--- config.mk ---
export PLATFORM = sky130hd
export DESIGN_NAME = branch_resolver_flat
export DESIGN_NICKNAME = d
export VERILOG_FILES = /design/src/rtl/branch_resolver_pkg.sv /design/src/rtl/branch_resolver_if.sv /design/src/rtl/branch_resolver_pred_fifo.sv /design/src/rtl/branch_resolver.sv /design/src/flat_wrapper.sv
export SDC_FILE = /design/constraint.sdc
export NUM_CORES = 1
export LEC_CHECK = 0
export ABC_AREA = 1
export BUFFER_PORTS_ARGS = -buffer_cell sky130_fd_sc_hd__buf_2
export CAP_MARGIN = 10
export CORE_UTILIZATION = 48
export DETAILED_ROUTE_END_ITERATION = 7
export GPL_ROUTABILITY_DRIVEN = 0
export PLACE_DENSITY_LB_ADDON = 0.15
export SLEW_MARGIN = 20
export SYNTH_ARGS = -nofsm -noshare
export SYNTH_HDL_FRONTEND = slang
export SYNTH_SLANG_ARGS = --single-unit
--- constraint.sdc ---
create_clock -name clk -period 2.9 [get_ports clk]
set_clock_uncertainty 0.2 [all_clocks]
set_input_delay 0.29 -clock clk [delete_from_list [all_inputs] [get_ports clk]]
set_output_delay 0.29 -clock clk [all_outputs]
set_load 0.01 [all_outputs]
--- src/rtl/branch_resolver_pkg.sv ---
// branch_resolver_pkg: shared constants, state encoding and prediction record layout
package branch_resolver_pkg;
  localparam logic [15:0] NO_PRED = 16'hFFFF;
  typedef enum logic {RUN, FLUSH} stateT;
  typedef struct packed {
    logic [15:0] pc;
    logic [15:0] addr;
  } recT;
endpackage

--- src/rtl/branch_resolver_if.sv ---
// branch_resolver_if: fetch push, execute resolution and predictor/flush outputs
interface branch_resolver_if;
  logic        predValid;
  logic [15:0] predPC;
  logic [15:0] predAddr;
  logic        stall;
  logic        resValid;
  logic [15:0] resPC;
  logic        resTaken;
  logic [15:0] resTarget;
  logic        branch;
  logic [15:0] branchPC;
  logic [15:0] branchAddr;
  logic        flush;
  logic [15:0] redirectPC;
  logic [15:0] mispredCount;
  modport master(
    output predValid, predPC, predAddr, resValid, resPC, resTaken, resTarget,
    input  stall, branch, branchPC, branchAddr, flush, redirectPC, mispredCount
  );
  modport slave(
    input  predValid, predPC, predAddr, resValid, resPC, resTaken, resTarget,
    output stall, branch, branchPC, branchAddr, flush, redirectPC, mispredCount
  );
endinterface

--- src/rtl/branch_resolver_pred_fifo.sv ---
// pred_fifo: DEPTH-entry record queue; push while full is dropped even with a pop
module pred_fifo import branch_resolver_pkg::*; #(
  parameter int DEPTH = 4
) (
  input  logic clk,
  input  logic reset,
  input  logic push,
  input  logic pop,
  input  logic clear,
  input  recT  din,
  output logic full,
  output logic empty,
  output recT  head
);
  localparam int AW = $clog2(DEPTH);
  recT mem [DEPTH];
  logic [AW-1:0] wrPtr, rdPtr;
  logic [AW:0] count;
  logic doPush, doPop;
  assign full = count == (AW+1)'(DEPTH);
  assign empty = count == '0;
  assign doPush = push && !full;
  assign doPop = pop && !empty;
  assign head = mem[rdPtr];
  // storage needs no reset; count and pointers define what is valid
  always_ff @(posedge clk)
    if (doPush) mem[wrPtr] <= din;
  // pointers wrap naturally since DEPTH is a power of two
  always_ff @(posedge clk)
    if (reset || clear) begin
      wrPtr <= '0;
      rdPtr <= '0;
      count <= '0;
    end else begin
      if (doPush) wrPtr <= wrPtr + 1'b1;
      if (doPop) rdPtr <= rdPtr + 1'b1;
      count <= count + (AW+1)'(doPush) - (AW+1)'(doPop);
    end
endmodule

--- src/rtl/branch_resolver.sv ---
// branch_resolver: matches resolved branches against queued predictions, trains predictor, flushes on mispredict
module branch_resolver import branch_resolver_pkg::*; #(
  parameter int DEPTH = 4
) (
  input logic clk,
  input logic reset,
  branch_resolver_if.slave bus
);
  stateT state, nextState;
  recT head;
  logic full, empty, run, doPush, doRes, pcMatch, correct, mispred;
  logic [15:0] predA;
  assign run = state == RUN;
  assign doPush = bus.predValid && !full && run;
  assign doRes = bus.resValid && run;
  assign predA = empty ? NO_PRED : head.addr;
  assign pcMatch = empty || head.pc == bus.resPC;
  assign correct = pcMatch && ((predA != NO_PRED && bus.resTaken && bus.resTarget == predA) ||
                               (predA == NO_PRED && !bus.resTaken));
  assign mispred = doRes && !correct;
  assign bus.stall = full;
  pred_fifo #(.DEPTH(DEPTH)) fifo (
    .clk(clk),
    .reset(reset),
    .push(doPush),
    .pop(doRes && !empty),
    .clear(state == FLUSH),
    .din(recT'({bus.predPC, bus.predAddr})),
    .full(full),
    .empty(empty),
    .head(head)
  );
  // state register
  always_ff @(posedge clk)
    state <= reset ? RUN : nextState;
  // FLUSH lasts exactly one cycle
  always_comb nextState = (run && mispred) ? FLUSH : RUN;
  // registered predictor update, flush strobe and saturating mispredict counter
  always_ff @(posedge clk)
    if (reset) begin
      bus.branch <= 1'b0;
      bus.branchPC <= '0;
      bus.branchAddr <= '0;
      bus.flush <= 1'b0;
      bus.redirectPC <= '0;
      bus.mispredCount <= '0;
    end else begin
      bus.branch <= doRes && bus.resTaken;
      if (doRes && bus.resTaken) begin
        bus.branchPC <= bus.resPC;
        bus.branchAddr <= bus.resTarget;
      end
      bus.flush <= mispred;
      if (mispred) bus.redirectPC <= bus.resTaken ? bus.resTarget : bus.resPC + 16'd1;
      if (mispred && bus.mispredCount != 16'hFFFF) bus.mispredCount <= bus.mispredCount + 16'd1;
    end
endmodule

--- src/flat_wrapper.sv ---
// flat-port wrapper written by rule: the top's interface ports become plain ports
module branch_resolver_flat import branch_resolver_pkg::*;
#(
  parameter int DEPTH = 4
)
  (clk, reset, bus_predValid, bus_predPC, bus_predAddr, bus_resValid, bus_resPC, bus_resTaken, bus_resTarget, bus_stall, bus_branch, bus_branchPC, bus_branchAddr, bus_flush, bus_redirectPC, bus_mispredCount);
  branch_resolver_if bus_i ();
  input logic clk;
  input logic reset;
  input wire logic [$bits(bus_i.predValid)-1:0] bus_predValid;
  input wire logic [$bits(bus_i.predPC)-1:0] bus_predPC;
  input wire logic [$bits(bus_i.predAddr)-1:0] bus_predAddr;
  input wire logic [$bits(bus_i.resValid)-1:0] bus_resValid;
  input wire logic [$bits(bus_i.resPC)-1:0] bus_resPC;
  input wire logic [$bits(bus_i.resTaken)-1:0] bus_resTaken;
  input wire logic [$bits(bus_i.resTarget)-1:0] bus_resTarget;
  output wire logic [$bits(bus_i.stall)-1:0] bus_stall;
  output wire logic [$bits(bus_i.branch)-1:0] bus_branch;
  output wire logic [$bits(bus_i.branchPC)-1:0] bus_branchPC;
  output wire logic [$bits(bus_i.branchAddr)-1:0] bus_branchAddr;
  output wire logic [$bits(bus_i.flush)-1:0] bus_flush;
  output wire logic [$bits(bus_i.redirectPC)-1:0] bus_redirectPC;
  output wire logic [$bits(bus_i.mispredCount)-1:0] bus_mispredCount;
  assign bus_i.predValid = bus_predValid;
  assign bus_i.predPC = bus_predPC;
  assign bus_i.predAddr = bus_predAddr;
  assign bus_i.resValid = bus_resValid;
  assign bus_i.resPC = bus_resPC;
  assign bus_i.resTaken = bus_resTaken;
  assign bus_i.resTarget = bus_resTarget;
  assign bus_stall = bus_i.stall;
  assign bus_branch = bus_i.branch;
  assign bus_branchPC = bus_i.branchPC;
  assign bus_branchAddr = bus_i.branchAddr;
  assign bus_flush = bus_i.flush;
  assign bus_redirectPC = bus_i.redirectPC;
  assign bus_mispredCount = bus_i.mispredCount;
  branch_resolver #(.DEPTH(DEPTH)) u_core (.clk(clk), .reset(reset), .bus(bus_i));
endmodule
== Word level (Yosys, flattened, before mapping) ==
Memories as Yosys holds them, arrays and structs flattened. A register that Yosys moved wholly into a read port is not among the register bits.
Index checks and enable logic that the tools add are counted.
Storage, ports and cells
  flip-flop bits (word level): 74
  bits in writable memories: 128
  output and inout port bits: 67
  memories kept: 1
Operators by class
  add/sub/neg operators: 6
  eq/ne operators: 6
  multiplexer cells: 7
  bitwise gates (word level): 1
  reductions and logical operators: 22
Memory list
  u_core.fifo.mem: depth 4, bits a word 32, rd ports 1, clocked after Yosys merged registers in 1, wr ports 1, RTL line branch_resolver_pred_fifo.sv:16  | recT mem [DEPTH];
Operator list (number)
  adder 16 x 1 -> 16 bit (second input constant): 2
  equality test 16 bit: 2
  two-way mux 16 bit: 2
  inequality test 16 bit (second input constant): 2
  equality test 16 bit (second input constant): 1
  logical AND 1 bit: 14
  adder 2 x 1 -> 2 bit (second input constant): 2
  logical NOT 1 bit: 4
  two-way mux 2 bit: 2
  adder 3 x 1 -> 3 bit: 1
  equality test 3 bit (second input constant): 1
  logical NOT 3 bit: 1
  logical OR 1 bit: 3
  two-way mux 1 bit: 3
  subtractor 3 x 1 -> 3 bit: 1
  inverter 1 bit: 1

== Depth between registers and ports, before layout ==
  depth in word-level cells: 11
  mapped depth: 19
  depth with buffers taken out: 16

== Cells and area by module ==
A second synthesis with hierarchy kept.
Unflattened totals
  cell total of the unflattened synthesis: 962
  area total of the unflattened synthesis: 8958.6 um2
Modules (own cells, without submodules)
  pred_fifo: times used 1, cells an instance 381, area an instance 5273.8 um2, seq. area each 4023.9 um2
  branch_resolver: times used 1, cells an instance 581, area an instance 3684.8 um2, seq. area each 1341.3 um2

== Worst setup path after synthesis ==
No wires, ideal clock.
  path type: register to register
  start: register u_core.fifo.count[1]
  end: memory u_core.fifo.mem[0][0] in the netlist's numbering (enable)
  library setup time: 421 ps
  arrival: 2176 ps
  data required time: 2279 ps
  slack: 103 ps
  stages on the path, launching flop included: 7
  buffers on the path: 0
  path through: dfxtp_1 > inv_1 > nand2_1 > nor2_1 > nor2_1 > nand2_1 > nor2_1
Between the ends
  longest elaborated chain between the ends: 7
Ends and longest elaborated chain
  from (decl): RTL line branch_resolver_pred_fifo.sv:18  | logic [AW:0] count;
  from (signal assigned): RTL line branch_resolver_pred_fifo.sv:37  | count <= count + (AW+1)'(doPush) - (AW+1)'(doPop);
  equality test 3 bit (*): RTL line branch_resolver_pred_fifo.sv:20  | assign full = count == (AW+1)'(DEPTH);
  named net bus_stall: RTL line flat_wrapper.sv:17  | output wire logic [$bits(bus_i.stall)-1:0] bus_stall;
  logical NOT 1 bit (*): RTL line branch_resolver_pred_fifo.sv:22, branch_resolver.sv:14
  logical AND 1 bit (2 in series): RTL line branch_resolver.sv:14  | assign doPush = bus.predValid && !full && run;
  logical AND 1 bit (*): RTL line branch_resolver_pred_fifo.sv:22  | assign doPush = push && !full;
  two-way mux 1 bit (*): RTL line branch_resolver_pred_fifo.sv:27  | if (doPush) mem[wrPtr] <= din;
  two-way mux 1 bit (not written as such) (*): RTL line branch_resolver_pred_fifo.sv:27
  to (decl): RTL line branch_resolver_pred_fifo.sv:16
The timed path passes the listed nets; every way through them passes the cells marked *.

== Final worst setup path ==
  start: register u_core.fifo.count[0]
  end: register u_core.bus.redirectPC[15]
Between the ends
  longest elaborated chain between the ends: 9
  elaborated cells on any way between the ends: 13
Ends and longest elaborated chain
  logical NOT 3 bit (*): RTL line branch_resolver_pred_fifo.sv:21  | assign empty = count == '0;
  two-way mux 16 bit: RTL line branch_resolver.sv:16  | assign predA = empty ? NO_PRED : head.addr;
  inequality test 16 bit: RTL line branch_resolver.sv:18  | assign correct = pcMatch && ((predA != NO_PRED && bus.resTaken && bus.resTarget == predA) ||
  logical AND 1 bit (2 in series): RTL line branch_resolver.sv:18
  logical OR 1 bit: RTL line branch_resolver.sv:18
  logical AND 1 bit (*): RTL line branch_resolver.sv:18
  logical NOT 1 bit (*): RTL line branch_resolver.sv:20  | assign mispred = doRes && !correct;
  logical AND 1 bit (*): RTL line branch_resolver.sv:20
  to (signal assigned): RTL line branch_resolver.sv:54  | if (mispred) bus.redirectPC <= bus.resTaken ? bus.resTarget : bus.resPC + 16'd1;
  to (decl): RTL line branch_resolver_if.sv:23  | output stall, branch, branchPC, branchAddr, flush, redirectPC, mispredCount
Mark *: on every way between the ends. The rest lies on a longest branch, timed or not.
A chain may end at the register's enable or synchronous reset.

==> impl_metrics.tcl <==
set metrics [dict create \
    cp_max_fanout 14 \
    synth-seq-area-share_pct 60.0 \
    min_from "bus_resTaken" \
    worst_hold_path_type "in2reg" \
    worst-slew-pin-transition_ns 0.842 \
    critPathKind "reg2reg" \
    met1_usage_pct 32.8 \
    finalSetupTns_ns 0 \
    total_power_w 0.00904 \
    crit-reg2reg-capture "u_core.bus.redirectPC[15]" \
    postSynthAreaPerCell_um2 9.08 \
    dr_total_vias 7402 \
    final_cell_area_mm2 0.0113 \
    timing.fmax_mhz 373 \
    drt_wl_total_um 23600 \
    grt_use_met3_pct 4.02 \
    worstSetupStartpointType "flop" \
    max-slew-margin-rel_pct 43.8 \
    route.detailed.drc 23 \
    first_iter_violations 452 \
    top_usage_layer "met2" \
    num_io_pins 136 \
    cts.root.buffer_cell "sky130_fd_sc_hd__clkbuf_16" \
    ant_nets 0 \
    clock_sinks 204 \
    hold_critical_path_endpoint "u_core.bus.redirectPC[11]" \
    final_net_count 1268 \
    placement_rows 49 \
    num_antenna_cells 0 \
    worst_ep_arrival_time_ns 2.87 \
    finish_stage_setup_viols 0 \
    syn2layout_area_growth_pct 26.9 \
    worst_hold_slack_ns 0.213 \
    slowest_delay_ns 0.36 \
    report.final.hold_viol_count 0 \
    yosysWarnings 0 \
    vias_in_the_first_global_route 6971 \
    synth_cell_types 27 \
    critical_path.slowest_cell "sky130_fd_sc_hd__nor3_4" \
    y_dimension_of_the_die_um 138 \
    initial_core_util_pct 49.4 \
    regToRegSetupSlack_ns 0.22 \
    maximum_count_of_clock_buffers_along_a_single_path 3 \
    finalMaxSlewViolations 0 \
    final_cells 1435 \
    fraction_of_layout_cells_with_a_size_suffix_above_1_pct 18.0 \
    fp.dieArea_mm2 0.0192 \
    hold_path_depth 5 \
    worst_setup_path_startpoint "u_core.fifo.count[0]" \
    wire_per_inst_um 16.5 \
    crit_required_ns 3.09 \
    syn_area_mm2 0.00894 \
    max-cap-violations 0 \
    final.period_utilization_pct 92.4 \
    post-dp-hpwl_um 15400 \
    crit-reg2reg-launch "u_core.fifo.count[0]" \
    clkLatencyLatePin_ns 0.51 \
    cts_tree "done" \
    grt_max_degree 48 \
    result_of_the_run "finished with violations" \
    grt_usage_pct 24.8 \
    placement.cell_area_mm2 0.00980 \
    first_pass_iters 7 \
    failed_checks "design-rule violations" \
    flops_latches_synth 204 \
    grt_first_pass_wirelength_um 36900 \
    critPathCaptureType "flop" \
    dieWidth_um 138 \
    grt_overflow 0 \
    core_region_area_mm2 0.0181 \
    final.min_clock_period_ns 2.68 \
    tritoncts_buffer_count 23 \
    synthesis.nets 1062 \
    grt_use_met2_pct 41.4 \
    viasPerCell 5.16 \
    number_of_antenna_violations_at_the_first_check_in_global_routing 0 \
    reg2regPathDepth 15 \
    power.density_cell_area_mw_per_mm2 797 \
    cellLeakagePower_nw 4.89 \
    worst_setup_hold_path_clk_slew_ns 0.06 \
    port-buffer-count 135 \
    timing.critical_path.cells "nor3_4, clkinvlp_4, buf_4, nand2_1, nand2_1, nor2_1, nand2_1, nor2_1, nor2_1, nand3_1, nand2_1, nand2_1, clkinvlp_4, nor2_1, nor2_1" \
    rsz0062_at_grt "no" \
    maximum_vdd_drop_uv 682 \
    ctsHtreeMaxLevel 1 \
    syn_inst_count 984 \
    dpl.cell_count 1323 \
]
state kept, by name, summed over array words and instances, names as in the netlist, 2 cells and up, named ones only:
signal and flops:
u_core.bus.branchPC 16, u_core.fifo.wrPtr 2, u_core.fifo.mem 128, u_core.bus.branchAddr 16, u_core.fifo.rdPtr 2, u_core.bus.redirectPC 16
u_core.bus.mispredCount 16, u_core.fifo.count 3
per-layer routing:
layer / routed length (um) / vias to the layer above
met1: 10300 / 3424
met2: 11200 / 255
li1: - / 3684
met3: 1510 / 39
met4: 528 / 0
met5: 0 / -
power by group:
part           internal (W)  switching [W]  leakage, nW
Combinational      0.000830        0.00150         2.71
Clock               0.00188        0.00118        0.387
Sequential          0.00347       0.000171         1.79
Total               0.00619        0.00285         4.89
area by class of cell:
class                      instances  area [um2]
clock inverter                    14         195
inverter                          57         224
sequential                       204        5370
fill                            1519        6750
multi-input combinational        675        3090
timing repair inverter             1        7.51
clock buffer                      27         612
timing repair buffer             228        1560
tap                              229         287
cell families (layout without fill, tap and decap cells):
kind of cell | count (synthesis) | count (layout) | synth area share, %
flops | 204 | 204 | 60.0
compound gates | 111 | 111 | 6.30
xor+xnor | 25 | 25 | 2.45
fa+ha+maj | 9 | 9 | 1.34
buf+inv | 105 | 327 | 5.57
simple gates | 530 | 530 | 24.3
what timing repair did:
action,4_1_cts,5_1_grt
endpoints found under the setup margin,0,34
gates resized for setup,0,11
endpoints found under the hold margin,163,0
buffers inserted,0,4
hold buffers,66,0
worst max path at each step:
stage          slack, ns                        end
4_1_cts             0.08   u_core.bus.redirectPC[5]
3_3_place_gp        0.15   u_core.bus.redirectPC[6]
3_5_place_dp        0.08   u_core.bus.redirectPC[5]
5_1_grt           0.0008  u_core.bus.redirectPC[15]
2_1_floorplan       0.10      u_core.fifo.mem[0][0]
6_report            0.22  u_core.bus.redirectPC[15]
worst max-delay path, delay by kind of cell (launching register included):
| kind | cells | cell delay [ns] |
|---|---|---|
| buf+inv | 3 | 0.58 |
| flops | 1 | 0.34 |
| simple gates | 12 | 1.42 |
stage by stage:
stage	util [%]	setup WS (ns)
final	62.7	0.219
after global routing	62.7	0.000844
after CTS	62.3	0.0760
after detailed placement	54.2	0.0817
after global placement	54.2	0.150
after floorplan	-	0.103
cell usage after synthesis (all sizes together):
master / instances / area share (%)
xor2: 19 / 1.9
edfxtp: 128 / 43
nor4: 2 / 0.14
o21ai: 73 / 4.1
inv: 57 / 2.4
a31oi: 2 / 0.14
buf: 29 / 2.4
clkbuf: 19 / 0.80
ha: 8 / 1.1
nor2: 119 / 5.0
nand3: 111 / 6.2
o22ai: 4 / 0.28
nand2: 285 / 12
nand4: 8 / 0.56
fa: 1 / 0.22
and3: 1 / 0.070
nor3: 4 / 0.34
dfxtp: 76 / 17
xnor2: 6 / 0.59
a21oi: 32 / 1.8
cell usage in the layout, fill, tap and decap left out, types with 2 or more instances in the layout:
cell	instances
sky130_fd_sc_hd__a21oi_1	32
sky130_fd_sc_hd__a31oi_1	2
sky130_fd_sc_hd__buf_2	135
sky130_fd_sc_hd__buf_4	25
sky130_fd_sc_hd__bufinv_16	4
sky130_fd_sc_hd__clkbuf_16	23
sky130_fd_sc_hd__clkbuf_8	2
sky130_fd_sc_hd__clkinv_2	2
sky130_fd_sc_hd__clkinvlp_4	7
sky130_fd_sc_hd__dfxtp_1	75
sky130_fd_sc_hd__dlygate4sd3_1	66
sky130_fd_sc_hd__edfxtp_1	128
sky130_fd_sc_hd__ha_1	8
sky130_fd_sc_hd__inv_1	52
sky130_fd_sc_hd__inv_2	2
sky130_fd_sc_hd__inv_4	2
sky130_fd_sc_hd__nand2_1	284
sky130_fd_sc_hd__nand3_1	111
sky130_fd_sc_hd__nand4_1	8
sky130_fd_sc_hd__nor2_1	114
sky130_fd_sc_hd__nor2_2	5
sky130_fd_sc_hd__nor3_1	2
sky130_fd_sc_hd__nor4_1	2
sky130_fd_sc_hd__o21ai_0	68
sky130_fd_sc_hd__o21ai_1	5
sky130_fd_sc_hd__o22ai_1	4
sky130_fd_sc_hd__xnor2_1	6
sky130_fd_sc_hd__xor2_1	19
(Power assumes the default switching activity.)
